--- src/rtl/pe_output_writer_pkg.sv ---
// Shared definitions for the pe array output writer: word geometry,
// FSM state encodings and the state enum used by the top level.
`ifndef PE_OUTPUT_WRITER_DEFS
`define PE_OUTPUT_WRITER_DEFS
`define DATA_WIDTH 8
`define WORD_WIDTH 32
`define OUTPUT_LAT 2
`define PE_OW_IDLE 2'd0
`define PE_OW_RUN 2'd1
`define PE_OW_DONE 2'd2
`endif

package pe_output_writer_pkg;

  // Width of one assembled pe array output word.
  localparam int unsigned WORD_W = `WORD_WIDTH;

  typedef enum logic [1:0] {
    ST_IDLE = `PE_OW_IDLE,
    ST_RUN  = `PE_OW_RUN,
    ST_DONE = `PE_OW_DONE
  } state_e;

endpackage

--- src/rtl/pe_output_writer_strobe_delay.sv ---
// Single-bit delay line: a column's write strobe delayed by DEPTH cycles,
// so its output marks the cycle in which the column's word is final.
module strobe_delay #(
  parameter int unsigned DEPTH = 10
) (
  input  logic clk_i,
  input  logic rst_ni,
  input  logic d_i,
  output logic q_o
);

  logic [DEPTH-1:0] shift_q;
  logic [DEPTH-1:0] shift_d;

  // Next shift state: move every stage up by one and insert the new strobe.
  always_comb begin
    shift_d    = shift_q << 1;
    shift_d[0] = d_i;
  end

  // Shift register stages.
  always_ff @(posedge clk_i or negedge rst_ni) begin
    if (!rst_ni) begin
      shift_q <= '0;
    end else begin
      shift_q <= shift_d;
    end
  end

  assign q_o = shift_q[DEPTH-1];

endmodule

--- src/rtl/pe_output_writer.sv ---
// Drain stage for the pe arrays: captures each column's word once its
// delayed strobe says it is final, parks it in a per-column hold register,
// and streams pending words one per cycle into the output global buffer at
// consecutive addresses, honouring buffer back-pressure. Completion is
// signalled after a programmed number of accepted writes.
module pe_output_writer
  import pe_output_writer_pkg::*;
#(
  parameter int unsigned NUM_ARRAYS = 8,
  parameter int unsigned WORD_LAT   = 8 + `OUTPUT_LAT,
  parameter int unsigned ADDR_WIDTH = 16,
  parameter int unsigned CNT_WIDTH  = 16
) (
  input  logic                         clk_i,
  input  logic                         rst_ni,
  input  logic                         start_i,
  input  logic [ADDR_WIDTH-1:0]        base_addr_i,
  input  logic [CNT_WIDTH-1:0]         num_words_i,
  input  logic [NUM_ARRAYS-1:0]        we_i,
  input  logic [NUM_ARRAYS*WORD_W-1:0] word_i,
  output logic                         wr_en_o,
  output logic [ADDR_WIDTH-1:0]        wr_addr_o,
  output logic [WORD_W-1:0]            wr_data_o,
  input  logic                         wr_ready_i,
  output logic                         busy_o,
  output logic                         done_o,
  output logic                         overflow_o
);

  localparam int unsigned IDX_W = (NUM_ARRAYS > 1) ? $clog2(NUM_ARRAYS) : 1;

  state_e                state_q, state_d;
  logic [ADDR_WIDTH-1:0] addr_q, addr_d;
  logic [CNT_WIDTH-1:0]  tgt_q, tgt_d;
  logic [CNT_WIDTH-1:0]  cnt_q, cnt_d;
  logic [CNT_WIDTH-1:0]  cnt_inc;
  logic                  overflow_q, overflow_d;
  logic                  wr_en_q, wr_en_d;
  logic [WORD_W-1:0]     wr_data_q, wr_data_d;
  logic                  busy_q, busy_d;
  logic                  done_q, done_d;
  logic [NUM_ARRAYS-1:0] pend_q, pend_d;
  logic                  clr_pend;

  logic [WORD_W-1:0]     hold_q [NUM_ARRAYS];
  logic [NUM_ARRAYS-1:0] cap;
  logic [NUM_ARRAYS-1:0] cap_run;
  logic [NUM_ARRAYS-1:0] hold_load;
  logic [NUM_ARRAYS-1:0] lost;
  logic [NUM_ARRAYS-1:0] drain_vec;
  logic [IDX_W-1:0]      sel;
  logic                  in_run;
  logic                  accept;
  logic                  out_free;
  logic                  drain;

  assign in_run   = (state_q == ST_RUN);
  assign accept   = wr_en_q & wr_ready_i;
  // The output stage can take a new word when empty or when its word leaves now.
  assign out_free = ~wr_en_q | wr_ready_i;
  assign drain    = in_run & out_free & (|pend_q);
  assign cnt_inc  = cnt_q + CNT_WIDTH'(1);

  // Lowest-index pending column wins the output stage.
  always_comb begin
    sel = '0;
    for (int i = NUM_ARRAYS - 1; i >= 0; i--) begin
      if (pend_q[i]) begin
        sel = IDX_W'(i);
      end
    end
  end

  // One-hot marker of the column being drained this cycle.
  always_comb begin
    drain_vec = '0;
    if (drain) begin
      drain_vec[sel] = 1'b1;
    end
  end

  for (genvar gi = 0; gi < NUM_ARRAYS; gi++) begin : g_col
    strobe_delay #(
      .DEPTH(WORD_LAT)
    ) u_strobe_delay (
      .clk_i (clk_i),
      .rst_ni(rst_ni),
      .d_i   (we_i[gi]),
      .q_o   (cap[gi])
    );

    // A capture lands if the slot is free or is being emptied this same cycle;
    // otherwise the earlier pending word is kept and the new one is lost.
    assign cap_run[gi]   = in_run & cap[gi];
    assign hold_load[gi] = cap_run[gi] & (~pend_q[gi] | drain_vec[gi]);
    assign lost[gi]      = cap_run[gi] & pend_q[gi] & ~drain_vec[gi];
    assign pend_d[gi]    = cap_run[gi] | (pend_q[gi] & ~drain_vec[gi]);

    // Per-column hold register for a captured, not yet drained word.
    always_ff @(posedge clk_i or negedge rst_ni) begin
      if (!rst_ni) begin
        hold_q[gi] <= '0;
      end else if (hold_load[gi]) begin
        hold_q[gi] <= word_i[gi*WORD_W +: WORD_W];
      end
    end
  end

  // Control FSM plus output stage, address and count next-state.
  always_comb begin
    state_d    = state_q;
    addr_d     = addr_q;
    tgt_d      = tgt_q;
    cnt_d      = cnt_q;
    overflow_d = overflow_q;
    wr_en_d    = wr_en_q;
    wr_data_d  = wr_data_q;
    clr_pend   = 1'b0;

    unique case (state_q)
      ST_IDLE: begin
        if (start_i) begin
          addr_d     = base_addr_i;
          tgt_d      = num_words_i;
          cnt_d      = '0;
          overflow_d = 1'b0;
          clr_pend   = 1'b1;
          state_d    = ST_RUN;
        end
      end
      ST_RUN: begin
        if (|lost) begin
          overflow_d = 1'b1;
        end
        if (accept) begin
          addr_d  = addr_q + ADDR_WIDTH'(1);
          cnt_d   = cnt_inc;
          wr_en_d = 1'b0;
        end
        if (drain) begin
          wr_en_d   = 1'b1;
          wr_data_d = hold_q[sel];
        end
        // Completion discards whatever is still queued or staged.
        if ((tgt_q == '0) || (accept && (cnt_inc == tgt_q))) begin
          state_d  = ST_DONE;
          wr_en_d  = 1'b0;
          clr_pend = 1'b1;
        end
      end
      ST_DONE: begin
        state_d = ST_IDLE;
      end
      default: begin
        state_d = ST_IDLE;
      end
    endcase

    busy_d = (state_d == ST_RUN);
    done_d = (state_d == ST_DONE);
  end

  // State, counters, pending flags and registered outputs.
  always_ff @(posedge clk_i or negedge rst_ni) begin
    if (!rst_ni) begin
      state_q    <= ST_IDLE;
      addr_q     <= '0;
      tgt_q      <= '0;
      cnt_q      <= '0;
      overflow_q <= 1'b0;
      wr_en_q    <= 1'b0;
      wr_data_q  <= '0;
      busy_q     <= 1'b0;
      done_q     <= 1'b0;
      pend_q     <= '0;
    end else begin
      state_q    <= state_d;
      addr_q     <= addr_d;
      tgt_q      <= tgt_d;
      cnt_q      <= cnt_d;
      overflow_q <= overflow_d;
      wr_en_q    <= wr_en_d;
      wr_data_q  <= wr_data_d;
      busy_q     <= busy_d;
      done_q     <= done_d;
      pend_q     <= clr_pend ? '0 : pend_d;
    end
  end

  assign wr_en_o    = wr_en_q;
  assign wr_addr_o  = addr_q;
  assign wr_data_o  = wr_data_q;
  assign busy_o     = busy_q;
  assign done_o     = done_q;
  assign overflow_o = overflow_q;

endmodule
--- config.mk ---
export PLATFORM = sky130hd
export DESIGN_NAME = pe_output_writer
export DESIGN_NICKNAME = d
export VERILOG_FILES = /design/src/rtl/pe_output_writer_pkg.sv /design/src/rtl/pe_output_writer_strobe_delay.sv /design/src/rtl/pe_output_writer.sv
export SDC_FILE = /design/constraint.sdc
export NUM_CORES = 1
export LEC_CHECK = 0
export ABC_AREA = 1
export BUFFER_PORTS_ARGS = -buffer_cell sky130_fd_sc_hd__buf_2
export CAP_MARGIN = 10
export CORE_AREA = 2 2 231 210
export CTS_BUF_LIST = sky130_fd_sc_hd__clkbuf_4 sky130_fd_sc_hd__clkbuf_8
export DETAILED_ROUTE_END_ITERATION = 8
export DIE_AREA = 0 0 233 212
export SYNTH_ARGS = -nofsm -noshare
export SYNTH_HDL_FRONTEND = slang
export SYNTH_HIERARCHICAL = 1
export SYNTH_SLANG_ARGS = --single-unit
export TNS_END_PERCENT = 10
--- constraint.sdc ---
create_clock -name clk_i -period 2.02 [get_ports clk_i]
set_input_delay 0.303 -clock clk_i [delete_from_list [all_inputs] [get_ports clk_i]]
set_output_delay 0.303 -clock clk_i [all_outputs]
set_load 0.02 [all_outputs]
==> out/metrics.csv, run 1 <==
stage;metric;value;unit
logic_synthesis;number of flops mapped to enable cells by yosys;0;
worst_setup_path;Critical Path Most Common Cell;nand3_1;
floorplan;full die area;49400;um^2
logic_synthesis;XOR/XNOR Fraction of Synth Area;0.449;%
route;starting DRC count in detailed routing;1454;
worst_setup_path;CP Capture Type;flop;
power;Static Leak;13.5;nW
power;Max VDD drop;0.755;mV
finish;final core occ;57.0;%
global_routing;total track usage;25.7;%
logic_synthesis;post-synth top area cell;dfrtp_1;
clocking;Root Driver;clkbuf_8;
sta;setup ws final;-46.3;ps
clocking;Skew-Pair Late Insertion Delay;640;ps
clocking;CTS Buf Count;74;
global_routing;first-pass GRT wire length;97500;um
worst_setup_path;CP Launch Type;flop;
logic_synthesis;Post-Synth Simple-Gate Area;23.3;%
route;via count;17600;
placed_design;GPL Wtd Cong;0.899;
global_routing;initial antenna violation count;2;
logic_synthesis;count leader, synth;nand2_1;
floorplan;Rows;76;
worst_setup_path;Critical-path top delay cell;a221oi_1;
route;DRT Pass-1 Iters;6;
global_routing;vias in the first global route;17500;
global_routing;total grt overflow;0;
worst_hold_path;Hold Path Class;in -> reg;
finish;Final #Nets;3117;
logic_synthesis;top cell type's share of synthesized area;57.6;%
sta;endpoints failing setup;9;
route;DR DRC count;0;
logic_synthesis;synth cell count leaders;nand2_1 (546), dfrtp_1 (430), nand3_1 (229);
sta;Slew @ Worst Pin;553;ps
sta;final worst-path cycle share;102;%
logic_synthesis;Yosys reg bits;430;
finish;final instance area;26900;um^2
logic_synthesis;Net Count, Synth;2390;
global_routing;met1 Usage GRT;36.6;%
logic_synthesis;Netlist cell types;47;
sta;Final Skew;22.5;ps
worst_setup_path;crit-path cells;nor2_4 > nor2_2 > nand4_1 > inv_4 > buf_12 > a221oi_1 > nand3_1 > nand3_1 > nand2_1;
worst_setup_path;Largest stage delay, worst path;510;ps
worst_setup_path;FF-to-FF path depth;9;
logic_synthesis;synthesized area;18700;um^2
logic_synthesis;Avg Inst Size Synth;8.94;um^2
sta;final worst path period need;2070;ps
finish;area grow syn2layout;44.2;%
route;wire per inst;18.5;um
placed_design;placed instance area;21800;um^2
global_routing;busiest grt layer;met2;
logic_synthesis;post-synthesis sequential area ratio;57.6;%
global_routing;largest net degree at the start of global routing;71;
power;Tot Pwr;31.8;mW
clocking;H-Tree Level Count;3;
sta;Final Max Tran Viols;0;
worst_setup_path;Setup CP Type;reg -> reg;
floorplan;Chip Height;212;um
placed_design;post-DP HPWL;41700;um
worst_setup_path;Worst Path Max Fanout;28;
floorplan;num ports;352;
logic_synthesis;Synth Area in Adders;0.134;%
global_routing;met3 GRT Util;5.12;%
floorplan;Die Wd;233;um
placed_design;dpl cells;3056;
worst_hold_path;hold path depth;4;
global_routing;routing usage on met2;38.4;%
sta;final hold vios;0;
clocking;clk buf depth;3;
floorplan;Core Region;47300;um^2
logic_synthesis;Async SR Flop Fraction;100;%
finish;layout cells sized above 1;25.3;%
worst_setup_path;Critical Path AT;2590;ps
clocking;clock sink count;430;
logic_synthesis;ranking of synthesized cells by area;dfrtp_1 (58%), nand2_1 (11%), nand3_1 (6.1%), inv_1 (4.0%), a21oi_1 (3.4%);
clocking;CTS tree;done;
logic_synthesis;synth warn;6;
logic_synthesis;largest family of logic cells by synthesized area;simple AND/OR/NAND/NOR gates;
floorplan;Initial Utilization;39.5;%
clocking;Clk pin slew, worst setup/hold paths;60;ps
logic_synthesis;Synth Instances;2088;
route;final antenna-violating net count;0;
logic_synthesis;fraction of synthesized area in multiplexers;2.29;%
logic_synthesis;Most used DFF post-synth;dfrtp_1;
sta;Fmax;484;MHz
run_status;failing checks;negative setup slack;
power;PD cells;1180;nW/um^2
worst_setup_path;Req. time, crit path;2550;ps
route;vias per inst;5.05;
route;Final Routed Wirelength;64700;um
sta;Slew Limit Headroom;63.1;%
finish;Final Non-Filler Cells;3495;
run_status;status;complete, but fails checks;
logic_synthesis;Compound-Gate Fraction of Synth Area;9.14;%
run;number of max-cap violations;0;
placed_design;PortBufs;351;
sta;RSZ-0062 raised after global routing;yes;
final cells by class:
class / instances / area (um^2)
inverters: 207 / 788
flip-flops and latches: 430 / 10800
repair buffers: 759 / 6080
fillers: 4063 / 20300
clock inverters: 15 / 194
diodes: 5 / 12.5
multi-input cells: 1343 / 6880
clock buffers: 112 / 1430
well taps: 624 / 781
critical path: cells and delay by family (launching register included):
kind,cells,cell delay (ps)
AOI/OAI and AO/OA,1,510
buffers and inverters,2,310
DFF,1,410
and+or+nand+nor,6,700
registers in the layout, indices dropped and copies added, names as in the netlist:
signal / flops
wr_addr_o: 16
cnt_q: 16
wr_data_o: 32
wr_en_o: 1
hold_q: 256
tgt_q: 16
pend_q: 8
done_o: 1
g_col.u_strobe_delay/shift_q: 80
busy_o: 1
overflow_o: 1
state_q: 2
per-stage QoR:
| stage | hold WS, ps | TNS [ps] | worst slack, ps |
|---|---|---|---|
| after floorplan | 7.41 | 0 | 129 |
| after global placement | 269 | -413 | -114 |
| after detailed placement | 268 | -1130 | -166 |
| after CTS | 1.34 | -0.720 | -0.720 |
| after global routing | 37.8 | -3100 | -165 |
| final | 55.9 | -266 | -46.3 |
worst paths after layout:
check,startpoint,to,slack (ps)
max,pend_q[6],wr_data_o[5],-50
min,base_addr_i[8],wr_addr_o[8],60
max reg2reg,pend_q[6],wr_data_o[5],-50
min reg2reg,g_col[5].u_strobe_delay/shift_q[4],g_col[5].u_strobe_delay/shift_q[5],330
max in group asynchronous,rst_ni,hold_q[245],1050
min in group asynchronous,rst_ni,hold_q[222],200
layout by cell type (no fill, tap or decap), types with 3 or more instances in the layout:
master | synthesis | layout
xor2_1 | 5 | 5
clkbuf_8 | 0 | 94
a221oi_1 | 7 | 7
o211ai_1 | 4 | 4
o21ai_2 | 1 | 4
buf_2 | 45 | 350
o31ai_1 | 3 | 3
buf_12 | 0 | 32
mux2_1 | 26 | 26
inv_2 | 8 | 8
a21oi_1 | 128 | 114
nand2_2 | 10 | 15
nand4_1 | 34 | 34
buf_6 | 7 | 6
nand2_4 | 3 | 8
nor2_1 | 142 | 127
nor2_2 | 14 | 22
o21ai_1 | 7 | 9
nor2_4 | 3 | 10
a22o_1 | 17 | 17
bufinv_16 | 0 | 4
clkbuf_16 | 0 | 5
a21oi_2 | 10 | 23
clkinv_2 | 0 | 8
nor4_1 | 4 | 4
o21ai_0 | 71 | 66
nand2_1 | 546 | 535
inv_1 | 197 | 193
dlygate4sd3_1 | 0 | 293
dfrtp_1 | 430 | 428
nand3_1 | 229 | 224
buf_4 | 9 | 71
diode_2 | 0 | 5
mux2_2 | 12 | 12
o22ai_1 | 39 | 38
clkbuf_4 | 0 | 18
nand3_4 | 0 | 3
nand3_2 | 5 | 7
cell families after synthesis:
group | count (synthesis)
and+or+nand+nor | 999
buffers and inverters | 315
DFF | 430
AOI/OAI and AO/OA | 296
adders and majority gates | 2
muxes | 38
xor gates and xnor gates | 8
report_power, final:
| group | switching [mW] | internal, mW | total, mW |
|---|---|---|---|
| logic | 5.75 | 3.81 | 9.56 |
| registers | 1.81 | 11.8 | 13.6 |
| clock network | 3.63 | 5.03 | 8.67 |
| total | 11.2 | 20.6 | 31.8 |
timing repair:
action                                 in CTS  in global routing
setup endpoints to repair                  53                214
endpoints found under the hold margin     511                  0
hold buffers                              293                  0
gates resized for setup                    15                 75
buffers inserted                            1                  8
gates cloned                                0                  5
pin swaps                                   2                 12
routing by layer:
metal,part of all wire [%],vias up
li1,-,8266
met1,45,8483
met2,45,702
met3,5.8,183
met4,3.6,0
met5,0,-
Note: power is estimated with default switching activity, not from simulation.
==> run 2: changes to the inputs <==
==> constraint.sdc (replaced) <==
create_clock -name clk_i -period 2.02 [get_ports clk_i]
set_input_delay 0.101 -clock clk_i [delete_from_list [all_inputs] [get_ports clk_i]]
set_output_delay 0.101 -clock clk_i [all_outputs]
set_load 0.02 [all_outputs]
==> run 2 against run 1 <==
Effect of this change:
- the flow still finishes with violations (negative setup slack)
- worst hold slack better by 40 ps
- wire length grew 0.52%
- sequential share of layout area fell by 0.16 points
- core utilization is 0.22 points higher
- worst setup slack got worse by 4.1 ps
- power shrank 0.61%
- register-to-register slack hardly changed
- non-clock buffer count rose by 13
- sequential cell count stayed put
- critical endpoint is now pend_q[2]
- largest cell class unchanged
- highest routed layer unchanged
==> out/metrics.csv, run 2 (same netlist as run 1, synthesis figures left out) <==
stage;metric;value;unit;change
clocking;CTS Buf Count;77;;was 74
finish;Final Non-Filler Cells;3507;;was 3495
run_status;status;complete, but fails checks;;unchanged
floorplan;num ports;352;;unchanged
route;vias per inst;5.06;;was 5.05
floorplan;Die Wd;233;um;unchanged
worst_setup_path;CP Launch Type;flop;;unchanged
sta;setup ws final;-50.4;ps;was -46.3 ps
run_status;failing checks;negative setup slack;;unchanged
placed_design;post-DP HPWL;41600;um;was 41700 um
route;DR DRC count;0;;unchanged
worst_setup_path;CP Capture Type;flop;;unchanged
sta;Final Skew;29.5;ps;was 22.5 ps
sta;Final Max Tran Viols;0;;unchanged
placed_design;GPL Wtd Cong;0.869;;was 0.899
clocking;Skew-Pair Late Insertion Delay;650;ps;was 640 ps
sta;Slew @ Worst Pin;535;ps;was 553 ps
clocking;Root Driver;clkbuf_8;;unchanged
placed_design;dpl cells;3054;;was 3056
floorplan;Chip Height;212;um;unchanged
global_routing;total grt overflow;0;;unchanged
clocking;CTS tree;done;;unchanged
floorplan;Initial Utilization;39.5;%;unchanged
sta;Slew Limit Headroom;64.3;%;was 63.1%
route;wire per inst;18.5;um;about the same
clocking;H-Tree Level Count;3;;unchanged
floorplan;Core Region;47300;um^2;unchanged
finish;layout cells sized above 1;25.4;%;was 25.3%
sta;endpoints failing setup;12;;was 9
route;DRT Pass-1 Iters;6;;unchanged
finish;area grow syn2layout;44.8;%;was 44.2%
global_routing;largest net degree at the start of global routing;65;;was 71
run;number of max-cap violations;0;;unchanged
floorplan;Rows;76;;unchanged
global_routing;vias in the first global route;17600;;was 17500
worst_hold_path;Hold Path Class;in -> reg;;unchanged
global_routing;first-pass GRT wire length;97500;um;unchanged
worst_setup_path;Critical Path AT;2610;ps;was 2590 ps
power;PD cells;1170;nW/um^2;was 1180 nW/um^2
sta;final hold vios;0;;unchanged
clocking;clock sink count;430;;unchanged
sta;final worst-path cycle share;102;%;about the same
worst_setup_path;Req. time, crit path;2560;ps;was 2550 ps
route;Final Routed Wirelength;65000;um;was 64700 um
finish;Final #Nets;3133;;was 3117
route;starting DRC count in detailed routing;1677;;was 1454
clocking;Clk pin slew, worst setup/hold paths;60;ps;about the same
global_routing;initial antenna violation count;1;;was 2
finish;most frequent cells in the layout;nand2_1 (540), dfrtp_1 (429), buf_2 (350);;was nand2_1 (535), dfrtp_1 (428), buf_2 (350)
worst_setup_path;Setup CP Type;reg -> reg;;unchanged
global_routing;total track usage;25.6;%;was 25.7%
sta;final worst path period need;2070;ps;about the same
finish;most common cell after layout, fill and taps aside;nand2_1;;unchanged
route;via count;17700;;was 17600
placed_design;PortBufs;351;;unchanged
power;Max VDD drop;0.589;mV;was 0.755 mV
finish;max FFs per register;256;;unchanged
sta;RSZ-0062 raised after global routing;yes;;unchanged
sta;Fin Setup TNS;-391;ps;was -266 ps
finish;most flop-heavy register;hold_q;;unchanged
floorplan;full die area;49400;um^2;unchanged
worst_setup_path;Worst Path Max Fanout;8;;was 28
power;Static Leak;13.7;nW;was 13.5 nW
clocking;clk buf depth;3;;unchanged
sta;Fmax;483;MHz;was 484 MHz
route;final antenna-violating net count;0;;unchanged
-- run 2: stage by stage --
step | util (%) | hold WS [ps] | total power [mW] | instance area, um^2 | setup WS (ps)
after detailed placement | 46.1 | 94.2 | 22.4 | 21800 | -73.4
after global placement | 46.1 | 96.1 | 22.1 | 21800 | -84.7
after global routing | 57.2 | 60.0 | 33.7 | 27000 | -235
after CTS | 56.0 | 42.4 | 31.4 | 26500 | -18.3
final | 57.2 | 95.6 | 31.6 | 27000 | -50.4
after floorplan | - | -195 | 18.8 | 18700 | 129
-- run 2: worst paths after layout --
| kind | to | slack (ps) | from | depth (start not counted) |
|---|---|---|---|---|
| min in group asynchronous | hold_q[140] | 550 | rst_ni | 3 |
| hold reg to reg | g_col[4].u_strobe_delay/shift_q[6] | 330 | g_col[4].u_strobe_delay/shift_q[5] | 0 |
| setup reg to reg | pend_q[2] | -50 | cnt_q[1] | 17 |
| max in group asynchronous | hold_q[4] | 460 | rst_ni | 4 |
| hold / removal | g_col[6].u_strobe_delay/shift_q[0] | 100 | we_i[6] | 2 |
| setup / recovery | pend_q[2] | -50 | cnt_q[1] | 17 |
-- run 2: final cells by class --
| type | instances | area (um^2) |
|---|---|---|
| Antenna cell | 1 | 2.50 |
| Clock buffer | 112 | 1400 |
| Clock inverter | 18 | 173 |
| Fill cell | 4019 | 20200 |
| Inverter | 207 | 785 |
| Multi-Input combinational cell | 1343 | 6890 |
| Sequential cell | 430 | 10800 |
| Tap cell | 624 | 781 |
| Timing Repair Buffer | 772 | 6250 |
-- run 2: where the power goes --
part / total, mW / leakage [nW] / switching (mW) / internal (mW)
Combinational: 9.62 / 7.72 / 5.73 / 3.89
Sequential: 13.6 / 5.09 / 1.81 / 11.8
Clock: 8.41 / 0.844 / 3.70 / 4.71
-- run 2: critical path: stages (launching register included) --
cell,delay (ps)
dfrtp_1,360
ha_2,200
buf_6,110
nand2_4,60
nor2_4,180
nand2_2,90
nand2_2,70
nand2_1,50
nand2_1,60
nand2_1,50
nor2_1,80
nand2_1,70
nor2_2,90
nand3_2,120
nand2_2,120
nand2_4,90
nand2_8,110
nor2_2,50
-- run 2: repair_timing --
item                       4_1_cts  5_1_grt
gates cloned                     0        9
hold endpoints to repair       738        0
buffers inserted                 1       11
resized for setup               23       66
pin swaps                        4       19
setup endpoints to repair       55      271
hold buffers                   301        0
-- run 2: layer usage --
layer / global-route usage [%] / part of all wire [%]
met5: 0 / 0
met1: 36.5 / 45
met2: 39.0 / 45
met4: 9.47 / 3.8
met3: 4.88 / 6.4
==> run 3: changes to the inputs <==
--- a/config.mk
+++ b/config.mk
@@ -7,11 +7,11 @@
 export LEC_CHECK = 0
 export ABC_AREA = 1
 export BUFFER_PORTS_ARGS = -buffer_cell sky130_fd_sc_hd__buf_2
-export CAP_MARGIN = 10
 export CORE_AREA = 2 2 231 210
 export CTS_BUF_LIST = sky130_fd_sc_hd__clkbuf_4 sky130_fd_sc_hd__clkbuf_8
 export DETAILED_ROUTE_END_ITERATION = 8
 export DIE_AREA = 0 0 233 212
+export PLACE_DENSITY = 0.67
 export SYNTH_ARGS = -nofsm -noshare
 export SYNTH_HDL_FRONTEND = slang
 export SYNTH_HIERARCHICAL = 1
==> run 3 against run 2 <==
Effect of this change:
- the run still ends with negative setup slack left
- first-iteration DRC count fell by 6.5%
- final cell count up 0.26%
- global-route usage up 0.26 points
- largest power group unchanged
- combinational power shrank 0.7%
- via count up 0.59%
- non-clock buffer count increased by 1
- die area stayed put
==> out/metrics.csv, run 3 (same netlist as run 1, synthesis figures left out) <==
stage;metric;value;unit;change
global_routing;initial antenna violation count;4;;was 1
finish;most frequent cells in the layout;nand2_1 (538), dfrtp_1 (429), buf_2 (350);;was nand2_1 (540), dfrtp_1 (429), buf_2 (350)
worst_setup_path;CP Launch Type;flop;;unchanged
sta;RSZ-0062 raised after global routing;yes;;unchanged
route;DR DRC count;0;;unchanged
sta;setup ws final;-110;ps;was -50.4 ps
route;Final Routed Wirelength;64100;um;was 65000 um
floorplan;Core Region;47300;um^2;unchanged
placed_design;post-DP HPWL;41400;um;was 41600 um
run_status;failing checks;negative setup slack;;unchanged
floorplan;Chip Height;212;um;unchanged
clocking;CTS tree;done;;unchanged
worst_setup_path;Setup CP Type;reg -> reg;;unchanged
power;Max VDD drop;0.537;mV;was 0.589 mV
placed_design;GPL Wtd Cong;0.913;;was 0.869
clocking;clk buf depth;3;;unchanged
run;number of max-cap violations;0;;unchanged
power;PD cells;1180;nW/um^2;was 1170 nW/um^2
global_routing;total grt overflow;0;;unchanged
sta;final worst path period need;2130;ps;was 2070 ps
sta;Slew @ Worst Pin;622;ps;was 535 ps
worst_setup_path;Worst Path Max Fanout;8;;unchanged
floorplan;full die area;49400;um^2;unchanged
floorplan;Die Wd;233;um;unchanged
finish;Final #Nets;3133;;unchanged
worst_setup_path;CP Capture Type;flop;;unchanged
sta;final worst-path cycle share;105;%;was 102%
sta;Fmax;469;MHz;was 483 MHz
finish;most common cell after layout, fill and taps aside;nand2_1;;unchanged
worst_setup_path;Critical Path AT;2670;ps;was 2610 ps
route;wire per inst;18.2;um;was 18.5 um
clocking;Skew-Pair Late Insertion Delay;660;ps;was 650 ps
global_routing;largest net degree at the start of global routing;74;;was 65
finish;max FFs per register;256;;unchanged
run_status;status;complete, but fails checks;;unchanged
route;starting DRC count in detailed routing;1568;;was 1677
global_routing;first-pass GRT wire length;98500;um;was 97500 um
clocking;Clk pin slew, worst setup/hold paths;70;ps;was 60 ps
sta;final hold vios;0;;unchanged
power;Static Leak;13.5;nW;was 13.7 nW
worst_hold_path;Hold Path Class;in -> reg;;unchanged
clocking;H-Tree Level Count;3;;unchanged
placed_design;PortBufs;351;;unchanged
finish;most flop-heavy register;hold_q;;unchanged
sta;Final Skew;16.4;ps;was 29.5 ps
sta;Final Max Tran Viols;0;;unchanged
sta;Hold WS;94.2;ps;was 95.6 ps
global_routing;vias in the first global route;17900;;was 17600
sta;endpoints failing setup;13;;was 12
route;via count;17800;;was 17700
route;final antenna-violating net count;0;;unchanged
global_routing;total track usage;25.9;%;was 25.6%
sta;Fin Setup TNS;-1060;ps;was -391 ps
sta;Slew Limit Headroom;58.5;%;was 64.3%
finish;layout cells sized above 1;25.0;%;was 25.4%
floorplan;Initial Utilization;39.5;%;unchanged
floorplan;Rows;76;;unchanged
route;vias per inst;5.08;;was 5.06
worst_setup_path;Req. time, crit path;2560;ps;about the same
finish;area grow syn2layout;44.0;%;was 44.8%
clocking;CTS Buf Count;76;;was 77
route;DRT Pass-1 Iters;6;;unchanged
clocking;Root Driver;clkbuf_8;;unchanged
floorplan;num ports;352;;unchanged
clocking;clock sink count;430;;unchanged
run 3: cell count changes in the layout (fill, tap and decap cells not counted), sizes merged:
cell,before,now
clkinv,14,6
dlygate4sd3,301,309
diode,1,7
clkinvlp,0,2
bufinv,2,3
dlymetal6s4s,0,1
inv,209,208
run 3: final cells by class:
cell class / count / area, um^2
multi-input cells: 1343 / 6880
fillers: 4074 / 20400
clock buffers: 120 / 1460
diodes: 7 / 17.5
repair buffers: 773 / 6050
flip-flops and latches: 430 / 10800
clock inverters: 12 / 151
inverters: 207 / 782
well taps: 624 / 781
run 3: worst paths after layout:
kind                            cells after the start                          startpoint                            endpoint  slack [ps]
worst max-delay path                               15                            cnt_q[0]                           pend_q[7]        -110
worst min-delay path                                2                             we_i[1]  g_col[1].u_strobe_delay/shift_q[0]          90
worst max register to register                     15                            cnt_q[0]                           pend_q[7]        -110
worst min register to register                      0  g_col[6].u_strobe_delay/shift_q[6]  g_col[6].u_strobe_delay/shift_q[7]         340
max in group asynchronous                           4                              rst_ni                          hold_q[62]         500
min in group asynchronous                           3                              rst_ni  g_col[2].u_strobe_delay/shift_q[3]         520
run 3: what timing repair did:
action                                  CTS  global route
endpoints found under the setup margin   66           248
buffers inserted                          2             9
endpoints found under the hold margin   738             0
pin swaps                                 2            19
resized for setup                         4            82
cloned                                    0             0
hold buffers                            310             0
run 3: critical path: stages, from the launching register on:
cell and delay [ps]:
dfrtp_1 420, buf_6 150, nand2_2 80, nor2_4 200, buf_6 120, nand3_1 110, nand2_2 120, nand3_2 80
nand2_2 80, nand2_2 50, nor2_2 90, nand3_2 130, nand2_4 110, nand2_4 90, nand2_8 120, nor2_2 40
run 3: layer usage:
| layer | track usage [%] | vias to the layer above | share of wire, % |
|---|---|---|---|
| met5 | 0 | - | 0 |
| met4 | 11.6 | 0 | 4.4 |
| met3 | 6.00 | 218 | 7.1 |
| met2 | 38.8 | 833 | 45 |
| met1 | 35.8 | 8497 | 44 |
| li1 | - | 8298 | - |
run 3: report_power, final:
part           switching [mW]  leakage (nW)  total [mW]  internal [mW]
clock                    3.62         0.854        8.58           4.96
sequential               1.84          5.09        13.6           11.8
combinational            5.77          7.60        9.55           3.78
total                    11.2          13.5        31.7           20.5
run 3: stage by stage:
stage	std cells	cell area (um^2)	utilization [%]	total power, mW	setup slack, ps
floorplan	2088	18700	-	18.8	129
global placement	3056	21700	46.0	21.9	-95.0
detailed placement	3056	21700	46.0	22.3	-109
CTS	3500	26500	56.1	31.4	-59.4
global route	3513	26900	56.9	33.8	-248
finish	3516	26900	56.9	31.7	-110
